## src/rtl/cpu_reg_responder.sv

```systemverilog
// cpu_reg_responder: CPU-slave register block with a fixed, parameterised
// response latency.
//
// Ports
//   cpu_s_clk              clock, rising edge
//   cpu_s_reset            synchronous active-high reset
//   cpu_s_write/read       request strobes (write wins when both are set)
//   cpu_s_address          byte address; bits [1:0] ignored
//   cpu_s_write_data       write data
//   cpu_s_read_data        response data, valid with cpu_s_access_complete
//   cpu_s_access_ready     request accepted this cycle when valid
//   cpu_s_access_complete  one-cycle response pulse
//   reg_out                flat register contents, reg i at [i*DATA_WIDTH +: DATA_WIDTH]
//   decode_error           one-cycle pulse with complete for an unmapped access
module cpu_reg_responder #(
  parameter int unsigned ADDR_WIDTH  = 32,
  parameter int unsigned DATA_WIDTH  = 32,
  parameter int unsigned NUM_REGS    = 16,
  parameter int unsigned WAIT_CYCLES = 2,
  parameter logic [DATA_WIDTH-1:0] DECODE_ERR_DATA = DATA_WIDTH'(32'hDEAD_BEEF)
) (
  input  logic                           cpu_s_clk,
  input  logic                           cpu_s_reset,
  input  logic                           cpu_s_write,
  input  logic                           cpu_s_read,
  input  logic [ADDR_WIDTH-1:0]          cpu_s_address,
  input  logic [DATA_WIDTH-1:0]          cpu_s_write_data,
  output logic [DATA_WIDTH-1:0]          cpu_s_read_data,
  output logic                           cpu_s_access_ready,
  output logic                           cpu_s_access_complete,
  output logic [NUM_REGS*DATA_WIDTH-1:0] reg_out,
  output logic                           decode_error
);

  localparam int unsigned WORD_W = ADDR_WIDTH - 2;
  localparam int unsigned IDX_W  = (NUM_REGS > 1) ? $clog2(NUM_REGS) : 1;
  localparam int unsigned CNT_W  = 4;
  localparam logic [CNT_W-1:0] CNT_LOAD =
    (WAIT_CYCLES > 0) ? CNT_W'(WAIT_CYCLES - 1) : '0;

  typedef enum logic [1:0] {ST_IDLE, ST_WAIT, ST_RESP} state_t;

  state_t                state;
  logic [CNT_W-1:0]      cnt;
  logic [DATA_WIDTH-1:0] regs [NUM_REGS];
  logic [DATA_WIDTH-1:0] hold_data;
  logic                  hold_err;

  logic [WORD_W-1:0]     word;
  logic [IDX_W-1:0]      idx;
  logic                  mapped;
  logic                  accept;
  logic [DATA_WIDTH-1:0] acc_data;

  // Any set bit above the index field pushes the word past NUM_REGS.
  assign word   = cpu_s_address[ADDR_WIDTH-1:2];
  assign idx    = word[IDX_W-1:0];
  assign mapped = (word < WORD_W'(NUM_REGS));

  // Decoded from state and reset so ready is low during reset and high in
  // the very first cycle after release.
  assign cpu_s_access_ready = (state == ST_IDLE) && !cpu_s_reset;
  assign accept = (cpu_s_write | cpu_s_read) & cpu_s_access_ready;

  // Response data fixed at accept: zero for writes, register or error word for reads.
  always_comb begin
    acc_data = '0;
    if (!cpu_s_write) begin
      acc_data = mapped ? regs[idx] : DECODE_ERR_DATA;
    end
  end

  // Flatten the register file.
  always_comb begin
    reg_out = '0;
    for (int i = 0; i < int'(NUM_REGS); i++) begin
      reg_out[i*DATA_WIDTH +: DATA_WIDTH] = regs[i];
    end
  end

  // Control FSM, register file and registered response outputs.
  always_ff @(posedge cpu_s_clk) begin
    if (cpu_s_reset) begin
      state                 <= ST_IDLE;
      cnt                   <= '0;
      hold_data             <= '0;
      hold_err              <= 1'b0;
      cpu_s_read_data       <= '0;
      cpu_s_access_complete <= 1'b0;
      decode_error          <= 1'b0;
      for (int i = 0; i < int'(NUM_REGS); i++) begin
        regs[i] <= '0;
      end
    end else begin
      cpu_s_access_complete <= 1'b0;
      decode_error          <= 1'b0;
      case (state)
        ST_IDLE: begin
          if (accept) begin
            hold_data <= acc_data;
            hold_err  <= !mapped;
            if (cpu_s_write && mapped) begin
              regs[idx] <= cpu_s_write_data;
            end
            // Zero-wait builds respond straight from the accept-time values.
            if (WAIT_CYCLES == 0) begin
              state                 <= ST_RESP;
              cpu_s_access_complete <= 1'b1;
              cpu_s_read_data       <= acc_data;
              decode_error          <= !mapped;
            end else begin
              state <= ST_WAIT;
              cnt   <= CNT_LOAD;
            end
          end
        end
        ST_WAIT: begin
          if (cnt == '0) begin
            state                 <= ST_RESP;
            cpu_s_access_complete <= 1'b1;
            cpu_s_read_data       <= hold_data;
            decode_error          <= hold_err;
          end else begin
            cnt <= cnt - CNT_W'(1);
          end
        end
        ST_RESP: state <= ST_IDLE;
        default: state <= ST_IDLE;
      endcase
    end
  end

endmodule

```

## config.mk

```make
export PLATFORM = sky130hd
export DESIGN_NAME = cpu_reg_responder
export DESIGN_NICKNAME = d
export VERILOG_FILES = /design/src/rtl/cpu_reg_responder.sv
export SDC_FILE = /design/constraint.sdc
export NUM_CORES = 1
export LEC_CHECK = 0
export CAP_MARGIN = 30
export CORE_MARGIN = 10
export CORE_UTILIZATION = 50
export CTS_BUF_LIST = sky130_fd_sc_hd__clkbuf_16
export DETAILED_ROUTE_END_ITERATION = 12
export GPL_ROUTABILITY_DRIVEN = 0
export GPL_TIMING_DRIVEN = 0
export MAX_ROUTING_LAYER = met4
export PLACE_DENSITY = 0.81
export SLEW_MARGIN = 15
export SYNTH_ARGS = -nofsm -noshare
export SYNTH_HDL_FRONTEND = slang
export SYNTH_SLANG_ARGS = --single-unit
```

## constraint.sdc

```tcl
create_clock -name cpu_s_clk -period 5 [get_ports cpu_s_clk]
set_clock_uncertainty 0.1 [all_clocks]
set_input_delay 1 -clock cpu_s_clk [delete_from_list [all_inputs] [get_ports cpu_s_clk]]
set_output_delay 1 -clock cpu_s_clk [all_outputs]
set_load 0.05 [all_outputs]
```

Word-level counts from Yosys, hierarchy flattened
Memory sizes are Yosys's and may differ from the RTL's. Index checks and enable logic that the tools add are counted.

Add/subtract/negate cells: 1. Magnitude comparators: 1. Eq/ne operators: 4. Multiplexer cells: 19. Bitwise operators: 4. Reductions and logical operators: 14.

Operator list (number): $mux W32 (3); $reduce_or A32 Y1 (1); $lt A30 B5 Y1 const B (1); $mux W4 (3); $mux W1 (9); $pmux W4 S2 (1); $ne A2 B2 Y1 const B (3); $reduce_and A2 Y1 (3); $logic_not A4 Y1 (1); $mux W2 (2); $pmux W2 S2 (1); $sub A4 B1 Y4 const B (1); $reduce_and A3 Y1 (1); $reduce_or A3 Y1 (1); $eq A2 B1 Y1 const B (1); $logic_and A1 B1 Y1 (2); $logic_not A1 Y1 (2); $logic_not A2 Y1 (1); $not A1 Y1 (2); $reduce_bool A2 Y1 (1); $reduce_or A2 Y1 (1); $and A1 B1 Y1 (1); $or A1 B1 Y1 (1).

Flip-flop bits (word level): 73. Bits in writable memories: 512. Input port bits: 68. Logic and storage cells: 51. Memories kept: 1.

Memory list: regs (depth 16, width 32, read ports 17, clocked after Yosys merged registers in 0, wr ports 16, RTL line 45) `logic [DATA_WIDTH-1:0] regs [NUM_REGS];`.

Longest topological paths before layout
Depth in word-level cells: 9. Depth in mapped cells: 9. Gate-level depth less buffers: 7.

Least setup slack after synthesis
Ideal clock, no wire load.

Path type: input to register. From: in cpu_s_reset. To: mem regs[13][0], enable pin. Setup time: 0.428 ns. Data arrival time: 3.777 ns. Data required time: 4.472 ns. Setup slack: 0.695 ns. Cell stages on the path: 6. Buffers on the path: 2. Path through: nor3_4 -> and2_1 -> buf_4 -> nand4_4 -> buf_2 -> o21bai_1.

RTL lines: start: declaration (RTL line 23) `input logic cpu_s_reset,`; end: declaration (RTL line 45).

==> results <==
-- cell families after synthesis --
logic type                 count (synthesis)  share of synthesized area
adders and majority gates                  2                   0.000985
and+or+nand+nor                          794                      0.147
buffers and inverters                    136                     0.0275
DFF                                      585                      0.663
AOI/OAI and AO/OA                        190                     0.0489
xor gates and xnor gates                   2                   0.000690
muxes                                    201                      0.112
-- state kept, by name, indices dropped and copies added (netlist names) --
name,cells
regs,512
hold_data,32
decode_error,1
cpu_s_access_complete,1
state,2
hold_err,1
cnt,4
cpu_s_read_data,32
-- area by class of cell --
class	instances	area share
inverters	2	0.000215
multi-input cells	1189	0.228
well taps	672	0.0241
repair buffers	632	0.190
diodes	5	0.000358
plain buffers	134	0.0198
clock buffers	61	0.0437
clock inverters	49	0.0118
flip-flops and latches	585	0.482
-- worst max-delay path, cell delays in order --
cell and delay, ns:
clkdlybuf4s50_1 0.52, buf_4 0.23, buf_2 0.30, nor2_2 0.73, nand3_4 0.50, o21bai_4 0.86, buf_12 0.28
-- per-stage QoR --
stage | hold slack (ns) | util | setup WS, ns | TNS, ns
2_1_floorplan | 0.326 | - | 0.695 | 0
3_3_place_gp | 0.338 | 0.645 | -2.44 | -695.55
3_5_place_dp | 0.344 | 0.657 | 0.265 | 0
4_1_cts | 0.357 | 0.695 | 0.928 | 0
5_1_grt | 0.359 | 0.696 | 0.821 | 0
6_report | 0.354 | 0.696 | 0.730 | 0
-- worst max path at each step --
stage / from / slack, ns / cells past startpoint / end
2_1_floorplan: cpu_s_reset / 0.69 / 6 / regs[13][0]$_SDFFCE_PN0P_
3_3_place_gp: cpu_s_address[5] / -2.44 / 6 / regs[1][18]$_SDFFCE_PN0P_
3_5_place_dp: cpu_s_address[5] / 0.26 / 7 / regs[2][12]$_SDFFCE_PN0P_
4_1_cts: cpu_s_address[5] / 0.93 / 7 / regs[2][29]$_SDFFCE_PN0P_
5_1_grt: cpu_s_address[5] / 0.82 / 7 / regs[0][13]$_SDFFCE_PN0P_
6_report: cpu_s_address[5] / 0.73 / 7 / regs[0][12]$_SDFFCE_PN0P_
-- report_power, final --
group / internal (mW) / switching (mW)
Combinational: 0.510 / 1.19
Clock: 2.57 / 1.95
Sequential: 5.45 / 0.124
-- metal layers --
layer / track usage / up-vias / part of all wire
met1: 0.487 / 10700 / 0.33
met2: 0.616 / 2463 / 0.44
met5: - / - / 0
met3: 0.166 / 549 / 0.16
li1: - / 8354 / -
met4: 0.237 / 0 / 0.070
-- cell usage in the layout, fill, tap and decap left out, drive strengths merged, types with 5 or more instances in the layout --
cell type | synthesis | layout
clkdlybuf4s50 | 0 | 610
edfxtp | 512 | 512
nor2 | 336 | 336
nand2 | 203 | 203
and2 | 198 | 198
mux2i | 129 | 129
buf | 103 | 125
clkbuf | 31 | 92
dfxtp | 73 | 73
mux4 | 64 | 64
o22ai | 56 | 56
a21oi | 44 | 44
clkinv | 0 | 23
inv | 2 | 20
a211oi | 14 | 14
nor3 | 13 | 13
a211o | 12 | 12
o21ai | 12 | 12
a31oi | 11 | 11
a21o | 11 | 11
o21bai | 10 | 10
mux2 | 8 | 8
o211ai | 8 | 8
a32o | 8 | 8
or2 | 8 | 8
nor4 | 7 | 7
bufinv | 0 | 7
diode | 0 | 5
==> impl_metrics.ini <==
[run]
max_cap_viol_count = 0

[floorplan]
rows = 82
initial_utilization = 0.506
fp.coreArea_um2 = 50200
die_area_um2 = 60200
die_x_um = 245
io_pins = 615
die_h_um = 245

[cts]
clock_latency_ns = 0.64
cts_tree = yes
clk_pin_slew_ns = 0.06
hold_buffers = 0
root_buffer = clkbuf_16
numCtsBuffers = 59
cts-resized-gates = 0
htreeDepth = 2
postCtsSetupBuffers = 0
cts.sinks = 585
cts.path.max_buffers = 3

[run_status]
status = completed

[timing]
slew_headroom = 0.237
setup_viol_count_final = 0
tightest_slew_ns = 1.14
fin_crit_sh = 0.854
layout_min_cycle_time_ns = 4.27
hold_viol_final = 0
fmax_mhz = 234
rsz0062_at_grt = false
maxSlewViolCount = 0

[finish]
areaGrowthSynthToFinish_pct = 37.6
final_area_um2 = 34900
multi_input_area_um2 = 7980
fillCellCount = 3408
fin_nets = 2673
drive_gt1_frac = 0.120
stdcell_count = 3329
ff_latch_area_um2 = 16800

[placement]
placement.io_buffers = 610
hpwl_mm = 89.4
dpl_cell_area_um2 = 32900
placed_cells = 3210

[drt]
antenna_left = 0
finalWirelength_mm = 127
vias_per_cell = 6.63
drc = 0
drt_iter0_markers = 3962
wl_per_cell_um = 38.2
vias = 22100
firstDrtPassIters = 8

[critical_path]
r2r-start = state[1]$_SDFFE_PP0P_
crit_required_ns = 5.22
r2r-end = regs[0][12]$_SDFFCE_PN0P_
arrival_ns = 4.49
reg2regPathDepth = 6
critPathKind = in -> reg
cp_max_fo = 18
rrSetupSlack_ns = 1.85
start_kind = input pin
endpoint_kind = flip-flop

[logic_synthesis]
synth_largest_area_cell = edfxtp_1
synth_edf_count = 512
ys_top_cells_by_count = edfxtp_1 (512), nor2_1 (329), nand2_1 (203), and2_1 (198), mux2i_1 (129)
syn-instance-count = 1910
synth_seq_cells = 585
synth-main-ff-cell = edfxtp_1
syn-num-nets = 1980
synthesis.yosys.warnings = 0
syn_area_per_cell_um2 = 13.3
synthTopCellsByArea = edfxtp_1 (61%), dfxtp_1 (5.8%), mux4_2 (5.4%), mux2i_1 (5.1%), and2_1 (4.9%)
post-synth-top-count-cell = edfxtp_1
yosysTopAreaCellShare = 0.606
async_reset_ff_frac = 0
ys_seq_area_frac = 0.663
syn_area_um2 = 25400
yosysUniqueCellTypes = 54

[grt]
grt_pass1_vias = 21400
overflow = 0
grt_usage = 0.420
grt_max_degree = 33
grt_pass1_wl_mm = 170
antenna_found_initial = 2

[power]
ir_drop_v = 0.000287
power.density_nw_per_um2 = 338
totalPowerFinal_mw = 11.8
leakage_nw = 12.8

[worst_hold_path]
hold_path.class = reg -> reg
min_to = cpu_s_read_data[26]$_SDFFE_PP0P_
hold_start = hold_data[26]$_SDFFE_PP0P_
holdPathStages = 2
No activity file was read; power rests on OpenSTA's default activity.
